`config.mk`:
```
export PLATFORM = sky130hd
export DESIGN_NAME = parity_frame_sched
export DESIGN_NICKNAME = d
export VERILOG_FILES = /design/src/rtl/parity_frame_pkg.sv /design/src/rtl/parity_shift_unit.sv /design/src/rtl/parity_frame_sched.sv
export SDC_FILE = /design/constraint.sdc
export NUM_CORES = 1
export LEC_CHECK = 0
export CAP_MARGIN = 20
export CORE_MARGIN = 8
export CORE_UTILIZATION = 47
export DETAILED_ROUTE_END_ITERATION = 10
export MAX_ROUTING_LAYER = met4
export PLACE_DENSITY_LB_ADDON = 0.25
export REMOVE_ABC_BUFFERS = 1
export SKIP_LAST_GASP = 1
export SYNTH_ARGS = -nofsm -noshare
export SYNTH_HDL_FRONTEND = slang
export SYNTH_HIERARCHICAL = 1
export SYNTH_SLANG_ARGS = --single-unit
export TNS_END_PERCENT = 100
```
`constraint.sdc`:
```
create_clock -name clk -period 4.37 [get_ports clk]
set_input_delay 0.874 -clock clk [delete_from_list [all_inputs] [get_ports clk]]
set_output_delay 0.874 -clock clk [all_outputs]
set_load 0.02 [all_outputs]
```
`src/rtl/parity_frame_pkg.sv`:
```
// Shared types and defaults for the parity framing scheduler.
// Holds the FSM state encoding plus default requester count and word width.
// FRAME_W is the default frame width: parity bit on top of the data word.
package parity_frame_pkg;

   localparam int NREQ_DEF = 4;
   localparam int DW_DEF   = 7;
   localparam int FRAME_W  = DW_DEF + 1;

   typedef enum logic [1:0] {
      IDLE  = 2'd0,
      SHIFT = 2'd1,
      EMIT  = 2'd2
   } state_t;

endpackage

```
`src/rtl/parity_shift_unit.sv`:
```
// Serial shift/parity unit: collects bits MSB-first and keeps a running even parity.
// Latency: each bit is absorbed on the edge where shift_en=1; frame reflects it next cycle.
// No backpressure: the caller controls pacing through shift_en.
// Ports: clk, reset (sync, active-low), clear (sync wipe), shift_en, shift_in,
//        frame = {parity, collected word}.
module parity_shift_unit #(
   parameter int DW = 7
) (
   input  logic          clk,
   input  logic          reset,
   input  logic          clear,
   input  logic          shift_en,
   input  logic          shift_in,
   output logic [DW:0]   frame
);

   logic [DW-1:0] word;
   logic          parity;

   always_ff @(posedge clk) begin
      if (!reset || clear) begin
         word   <= '0;
         parity <= 1'b0;
      end else if (shift_en) begin
         word   <= {word[DW-2:0], shift_in};
         parity <= parity ^ shift_in;
      end
   end

   assign frame = {parity, word};

endmodule

```
`src/rtl/parity_frame_sched.sv`:
```
// Round-robin scheduler feeding one serial parity-framing unit from NREQ requesters.
// Latency: frame_valid in the DW+1th cycle after the accept edge; DW+2 cycles per frame minimum.
// Backpressure: frame held stable while frame_ready=0; no new grant until the frame is taken.
// Ports: clk, reset (sync, active-low); req_valid/req_data/req_ready per requester;
//        ser_en/ser_bit serial strobe; frame_valid/frame_data/frame_id/frame_ready; busy.
module parity_frame_sched
   import parity_frame_pkg::*;
#(
   parameter int NREQ = NREQ_DEF,
   parameter int DW   = DW_DEF,
   localparam int IDW = $clog2(NREQ),
   localparam int CW  = $clog2(DW)
) (
   input  logic                 clk,
   input  logic                 reset,
   input  logic [NREQ-1:0]      req_valid,
   input  logic [NREQ*DW-1:0]   req_data,
   output logic [NREQ-1:0]      req_ready,
   output logic                 ser_en,
   output logic                 ser_bit,
   output logic                 frame_valid,
   output logic [DW:0]          frame_data,
   output logic [IDW-1:0]       frame_id,
   input  logic                 frame_ready,
   output logic                 busy
);

   state_t          state;
   logic [IDW-1:0]  ptr;
   logic [IDW-1:0]  id_q;
   logic [CW-1:0]   cnt;
   logic [DW-1:0]   word_q;      // remaining bits, next one to send sits in the MSB
   logic            ser_bit_q;
   logic [DW:0]     unit_frame;

   logic            grant_any;
   logic [IDW-1:0]  grant_id;
   logic [DW-1:0]   sel_word;
   logic            accept;

   // Search ptr+1, ptr+2, ... so the last served requester has lowest priority.
   always_comb begin
      int             sum;
      logic [IDW-1:0] idx;
      grant_any = 1'b0;
      grant_id  = '0;
      sum       = 0;
      idx       = '0;
      for (int i = 1; i <= NREQ; i++) begin
         sum = int'(ptr) + i;
         if (sum >= NREQ) sum = sum - NREQ;
         idx = IDW'(sum);
         if (!grant_any && req_valid[idx]) begin
            grant_any = 1'b1;
            grant_id  = idx;
         end
      end
   end

   // Grant is gated by reset so nothing is accepted while reset is held.
   assign accept    = reset && (state == IDLE) && grant_any;
   assign req_ready = accept ? (NREQ'(1) << grant_id) : '0;
   assign sel_word  = req_data[grant_id*DW +: DW];

   always_ff @(posedge clk) begin
      if (!reset) begin
         state     <= IDLE;
         ptr       <= IDW'(NREQ-1);
         id_q      <= '0;
         cnt       <= '0;
         word_q    <= '0;
         ser_bit_q <= 1'b0;
      end else begin
         case (state)
            IDLE: begin
               if (grant_any) begin
                  id_q      <= grant_id;
                  ser_bit_q <= sel_word[DW-1];
                  word_q    <= {sel_word[DW-2:0], 1'b0};
                  cnt       <= '0;
                  state     <= SHIFT;
               end
            end
            SHIFT: begin
               ser_bit_q <= word_q[DW-1];
               word_q    <= {word_q[DW-2:0], 1'b0};
               cnt       <= cnt + 1'b1;
               if (cnt == CW'(DW-1)) begin
                  ser_bit_q <= 1'b0;
                  state     <= EMIT;
               end
            end
            EMIT: begin
               if (frame_ready) begin
                  ptr   <= id_q;
                  state <= IDLE;
               end
            end
            default: state <= IDLE;
         endcase
      end
   end

   assign ser_en      = (state == SHIFT);
   assign ser_bit     = ser_en & ser_bit_q;
   assign frame_valid = (state == EMIT);
   assign frame_data  = frame_valid ? unit_frame : '0;
   assign frame_id    = frame_valid ? id_q : '0;
   assign busy        = (state != IDLE);

   // Clearing on accept discards whatever the previous frame left behind.
   parity_shift_unit #(.DW(DW)) u_shift (
      .clk      (clk),
      .reset    (reset),
      .clear    (accept),
      .shift_en (ser_en),
      .shift_in (ser_bit),
      .frame    (unit_frame)
   );

endmodule

```
-- Word level (Yosys, flattened, before mapping)
Index checks and enable logic that the tools add are counted.
- flip-flop bits (word level): 25
- $add $sub $neg: 9
- multipliers: 1
- magnitude comparators: 8
- eq/ne operators: 6
- shifts and indexed selects: 2
- mux-type cells: 34
- bitwise operators: 2
- reduce and logical (&&, ||, !) cells: 17
- operator list (kind ; count):
    variable part select 28 x 6 -> 7 bit ; 1
    two-way mux 2 bit ; 12
    case mux 7 bit (2 select lines) ; 1
    < comparator 2 x 3 -> 1 bit (second input constant) ; 4
    two-way mux 1 bit ; 10
    greater-or-equal comparator 3 bit (second input constant) ; 3
    binary-select mux 1 bit (select 2 bit) ; 4
    two-way mux 8 bit ; 1
    subtractor 2 x 1 -> 2 bit (second input constant) ; 4
    two-way mux 7 bit ; 1
    adder 2 x 2 -> 3 bit (second input constant) ; 2
    case mux 2 bit (3 select lines) ; 1
    case mux 3 bit (2 select lines) ; 1
    AND reduction 2 bit ; 3
    logical AND 1 bit ; 5
    multiplier 2 x 3 -> 5 bit (second input constant) ; 1
    adder 2 x 3 -> 4 bit (second input constant) ; 1
    greater-or-equal comparator 4 x 3 -> 1 bit (second input constant) ; 1
    logical NOT 1 bit ; 4
    two-way mux 4 bit ; 1
    != test 2 x 1 -> 1 bit (second input constant) ; 2
    nonzero test 2 bit ; 2
    << shifter 1 x 2 -> 4 bit (first input constant) ; 1
    adder 2 x 1 -> 3 bit (second input constant) ; 1
    other kinds (12) ; 12

-- Longest topological paths before layout
- depth after elaboration: 19
- depth in mapped cells: 7
- mapped depth without buffers: 7

-- Hierarchy
The synthesis kept the hierarchy.
- by module, submodules not included (module ; times used ; cells each ; area each (um^2)):
    parity_frame_sched ; 1 ; 138 ; 1119.8
    parity_shift_unit ; 1 ; 29 ; 312.8

-- Worst setup path after synthesis
OpenSTA, ideal clock, no wires.
- path kind: input-to-output
- start: input port req_valid[1]
- end: output port req_ready[0]
- data arrival time: 2295 ps
- required time: 3496 ps
- slack: 1201 ps
- stages on the path: 5
- buffers on the path: 1
- cells stage by stage: or3b_4 o211ai_4 buf_6 inv_1 nor4_1
- longest elaborated chain between the ends: 14
- ends and longest elaborated chain (item ; line ; source):
    start, declared ; parity_frame_sched.sv:16 ; input logic [NREQ-1:0] req_valid,
    binary-select mux 1 bit (select 2 bit) ; parity_frame_sched.sv:53 ; if (!grant_any && req_valid[idx]) begin
    two-way mux 1 bit (implied by the code) ; parity_frame_sched.sv:53 ;
    two-way mux 1 bit ; parity_frame_sched.sv:53 ;
    logical NOT 1 bit ; parity_frame_sched.sv:53 ;
    logical AND 1 bit ; parity_frame_sched.sv:53 ;
    two-way mux 1 bit ; parity_frame_sched.sv:53 ;
    logical NOT 1 bit ; parity_frame_sched.sv:53 ;
    logical AND 1 bit ; parity_frame_sched.sv:53 ;
    two-way mux 1 bit ; parity_frame_sched.sv:53 ;
    logical NOT 1 bit ; parity_frame_sched.sv:53 ;
    logical AND 1 bit ; parity_frame_sched.sv:53 ;
    two-way mux 2 bit / two-way mux 1 bit (equally long branches) ; parity_frame_sched.sv:53 ;
    << shifter 1 x 2 -> 4 bit / logical AND 1 bit (equally long branches) ; parity_frame_sched.sv:62, parity_frame_sched.sv:61 ;
    two-way mux 4 bit * ; parity_frame_sched.sv:62 ; assign req_ready = accept ? (NREQ'(1) << grant_id) : '0;
    end, declared ; parity_frame_sched.sv:18 ; output logic [NREQ-1:0] req_ready,
Mark *: on every way between the ends. The rest lies on a longest branch, timed or not. The select of a mux whose other input is x is not followed.

-- Worst setup path after layout
Ends and elaborated chain as after synthesis.

==> implementation parameters <==
Parameter                              Value

Critical path
  Slowest Stage Delay on Critical Path    ~0.67 ns
  CP Capture Type    output pin
  Setup slack on the worst flop-to-flop path    between 2 and 2.5 ns
  Critical Path RT    about 3.5 ns
  Crit path kind    input port to output pin
  Delay-heaviest family, CP    buffers and inverters
  Count of buffering cells on the critical path with inverters included    3
  Critical path arrival    ~3.1 ns
  Most frequent CP cell    sky130_fd_sc_hd__clkdlybuf4s50_1
  Sort of element at the start of the critical path    input port
  Slowest cell on the critical path    sky130_fd_sc_hd__clkdlybuf4s50_1
  Max Fanout on Critical Path    10
  Cell chain of the critical path    clkdlybuf4s50_1 > or3b_4 > o211ai_4 > inv_1 > nor4_1 > clkdlybuf4s50_1

GRT
  Vias in the first global route    ~1500
  Grt total ovfl    0
  Largest net degree at the start of global routing    20
  First-pass GRT wire length    roughly 7000 um
  Initial antenna violation count    0
  Global-route usage over all layers    roughly 17%

Clock network
  Clock tree from TritonCTS    yes
  Clock Sinks    24
  Post-CTS setup-driven buffer insertion count    0
  Clock transition at path regs    0.14 ns
  CTS root buffer    sky130_fd_sc_hd__clkbuf_4
  Hold-fix buffers at CTS    0
  H-tree depth    1
  Number of clock buffers inserted by TritonCTS    3
  Bufs on Longest Clock Path    2
  Clk_lat worst skew    around 0.34 ns
  Resize count post-CTS    0

Timing
  Achievable Freq    roughly 0.25 GHz
  Final hold viol count    0
  Final setup fails    0
  Final-layout setup total negative slack    0 ns
  Relative slew slack    between 40 and 50%
  Minimum period implied by the final worst setup slack    3.93 ns
  Final clock period utilization by the worst path    between 90% and 100%
  Tightest Pin Transition    roughly 0.79 ns
  Max-slew violations    0
  Post-route worst setup slack    0.436 ns
  Setup repair after global routing missed its margin    no
  Fin Clk Skew    0.0122 ns

Outcome
  Outcome    complete, no violations

Routing
  Detailed-route vias per instance    5.58
  DRC marker count from the first detailed-route iteration    71
  Post-Route WL    4100 um
  Detailed-route DRC error count    0
  1st-pass router iterations    4
  Vias after detailed routing    roughly 1400
  Wire per inst    between 15 and 20 um
  Post-route antenna net violation count    0

Cells and area
  Commonest non-fill, non-tap cell in the layout    sky130_fd_sc_hd__clkdlybuf4s50_1
  Number of antenna repair diodes    0
  Area Growth Syn to Fin    41.1%
  Commonest cells after routing, fill and taps aside    52 x sky130_fd_sc_hd__clkdlybuf4s50_1, 24 x sky130_fd_sc_hd__dfxtp_1, 23 x sky130_fd_sc_hd__nor2_1, 22 x sky130_fd_sc_hd__mux2i_1, 11 x sky130_fd_sc_hd__and2_1
  Final net count    between 200 and 300
  Fraction of final layout cells with drive strength greater than 1    8.22%

Logic synthesis
  Total standard cell area after synthesis    1430 um2
  Area fraction of the dominant cell type after synthesis    between 30 and 40%
  Cell count after synthesis    167
  Seq cells post-synth    24
  Largest area contributor in the synthesized netlist    sky130_fd_sc_hd__dfxtp_1
  Number of warnings issued by yosys    6
  Fraction of the yosys area taken by sequential cells    between 30% and 40%
  Ys async rst share    0%
  Count of cell types in the netlist    39
  Top_reg_cell synth    sky130_fd_sc_hd__dfxtp_1
  Syn_area_per_cell    8.58 um2
  Largest cells by area after synthesis    sky130_fd_sc_hd__dfxtp_1 34%, sky130_fd_sc_hd__mux2i_1 15%, sky130_fd_sc_hd__nor2_1 6.0%
  Number of enable-type register cells in the synthesized netlist    0

Placement
  Minimum setup slack after placement    around 0.46 ns
  Final RePlAce weighted congestion    a little under 0.8
  Count of buffers inserted at the top-level ports    52
  Sum of net half-perimeters after detailed placement    around 3200 um

Floorplan
  I/O pin count    53
  Floorplan die area    ~5100 um2
  Placement row count    20
  Vertical extent of the die    just over 70 um
  Die Span X    ~71 um
  Initial core utilization    approximately half
  Core Region    2980 um2

Pwr
  Peak supply drop    0.173 mV
  Cell Pwr Density    about 260 nW/um2
  Leak    0.849 nW
  Design Power    roughly 0.52 mW

Job
  Number of violations of the max-capacitance limit    0

Worst hold path
  Classification of the worst-slack hold path    flop to flop
[synth_stat cells, drive strengths merged (3+ instances only)]
cell type / n
a21oi: 6
a22oi: 4
and2: 11
and3: 3
buf: 4
clkbuf: 3
dfxtp: 24
inv: 5
mux2: 4
mux2i: 22
nand2: 10
nand2b: 5
nand3: 9
nor2: 23
nor2b: 4
o211ai: 3
o21ai: 4
[registers in the layout, summed over array words and instances, names as in the netlist]
register and flops:
word_q 6, ser_bit_q 1, state 2, u_shift/word 7
cnt 3, ptr 2, u_shift/parity 1, id_q 2
[logic make-up after synthesis]
logic type / Yosys count / synth area share [%]
AND/OR/NAND/NOR: 73 / 26.1
AO/OA/AOI/OAI: 29 / 15.2
multiplexers: 26 / 18.5
flip-flops: 24 / 33.5
buffers and inverters: 13 / 4.89
adder cells (fa/ha/maj): 2 / 1.75
[final timing paths]
kind | from | cells after the start | to
hold / removal | id_q[0] | 2 | ptr[0]
hold reg to reg | id_q[0] | 2 | ptr[0]
setup reg to reg | state[1] | 5 | u_shift/parity
setup / recovery | req_valid[1] | 6 | req_ready[0]
[per-stage QoR]
step	hold slack [ns]	util [%]	cell area, um2	cells
global placement	0.470	66.1	1970	248
floorplan	0.452	-	1390	160
finish	0.509	67.9	2020	252
detailed placement	0.480	66.1	1970	248
CTS	0.507	67.9	2020	252
global route	0.532	67.9	2020	252
[routing by layer]
metal	vias to the layer above	GRT usage, %	part of all wire, %
met5	-	-	0
met2	53	29.5	51
met4	0	8.31	1.7
li1	696	-	-
met3	7	3.07	5.2
met1	650	17.8	42
[cell type report]
type	instances	area (um2)
inverters	6	22.5
repair buffers	55	543
flip-flops and latches	24	480
multi-input cells	130	882
fillers	251	956
clock buffers	3	22.5
clock inverters	1	30.0
well taps	33	41.3
[report_power, final]
part	internal [mW]	total, mW	switching (mW)	leakage (nW)
clock	0.0930	0.165	0.0718	0.0279
combinational	0.0647	0.120	0.0557	0.625
sequential	0.230	0.238	0.00801	0.196
total	0.388	0.523	0.136	0.849
[tightest hold or removal path: stages, from the launching register on]
cell                      delay, ns
sky130_fd_sc_hd__dfxtp_1       0.35
sky130_fd_sc_hd__nand3_1       0.07
sky130_fd_sc_hd__nand3_1       0.07
No activity file was read; power rests on OpenSTA's default activity.
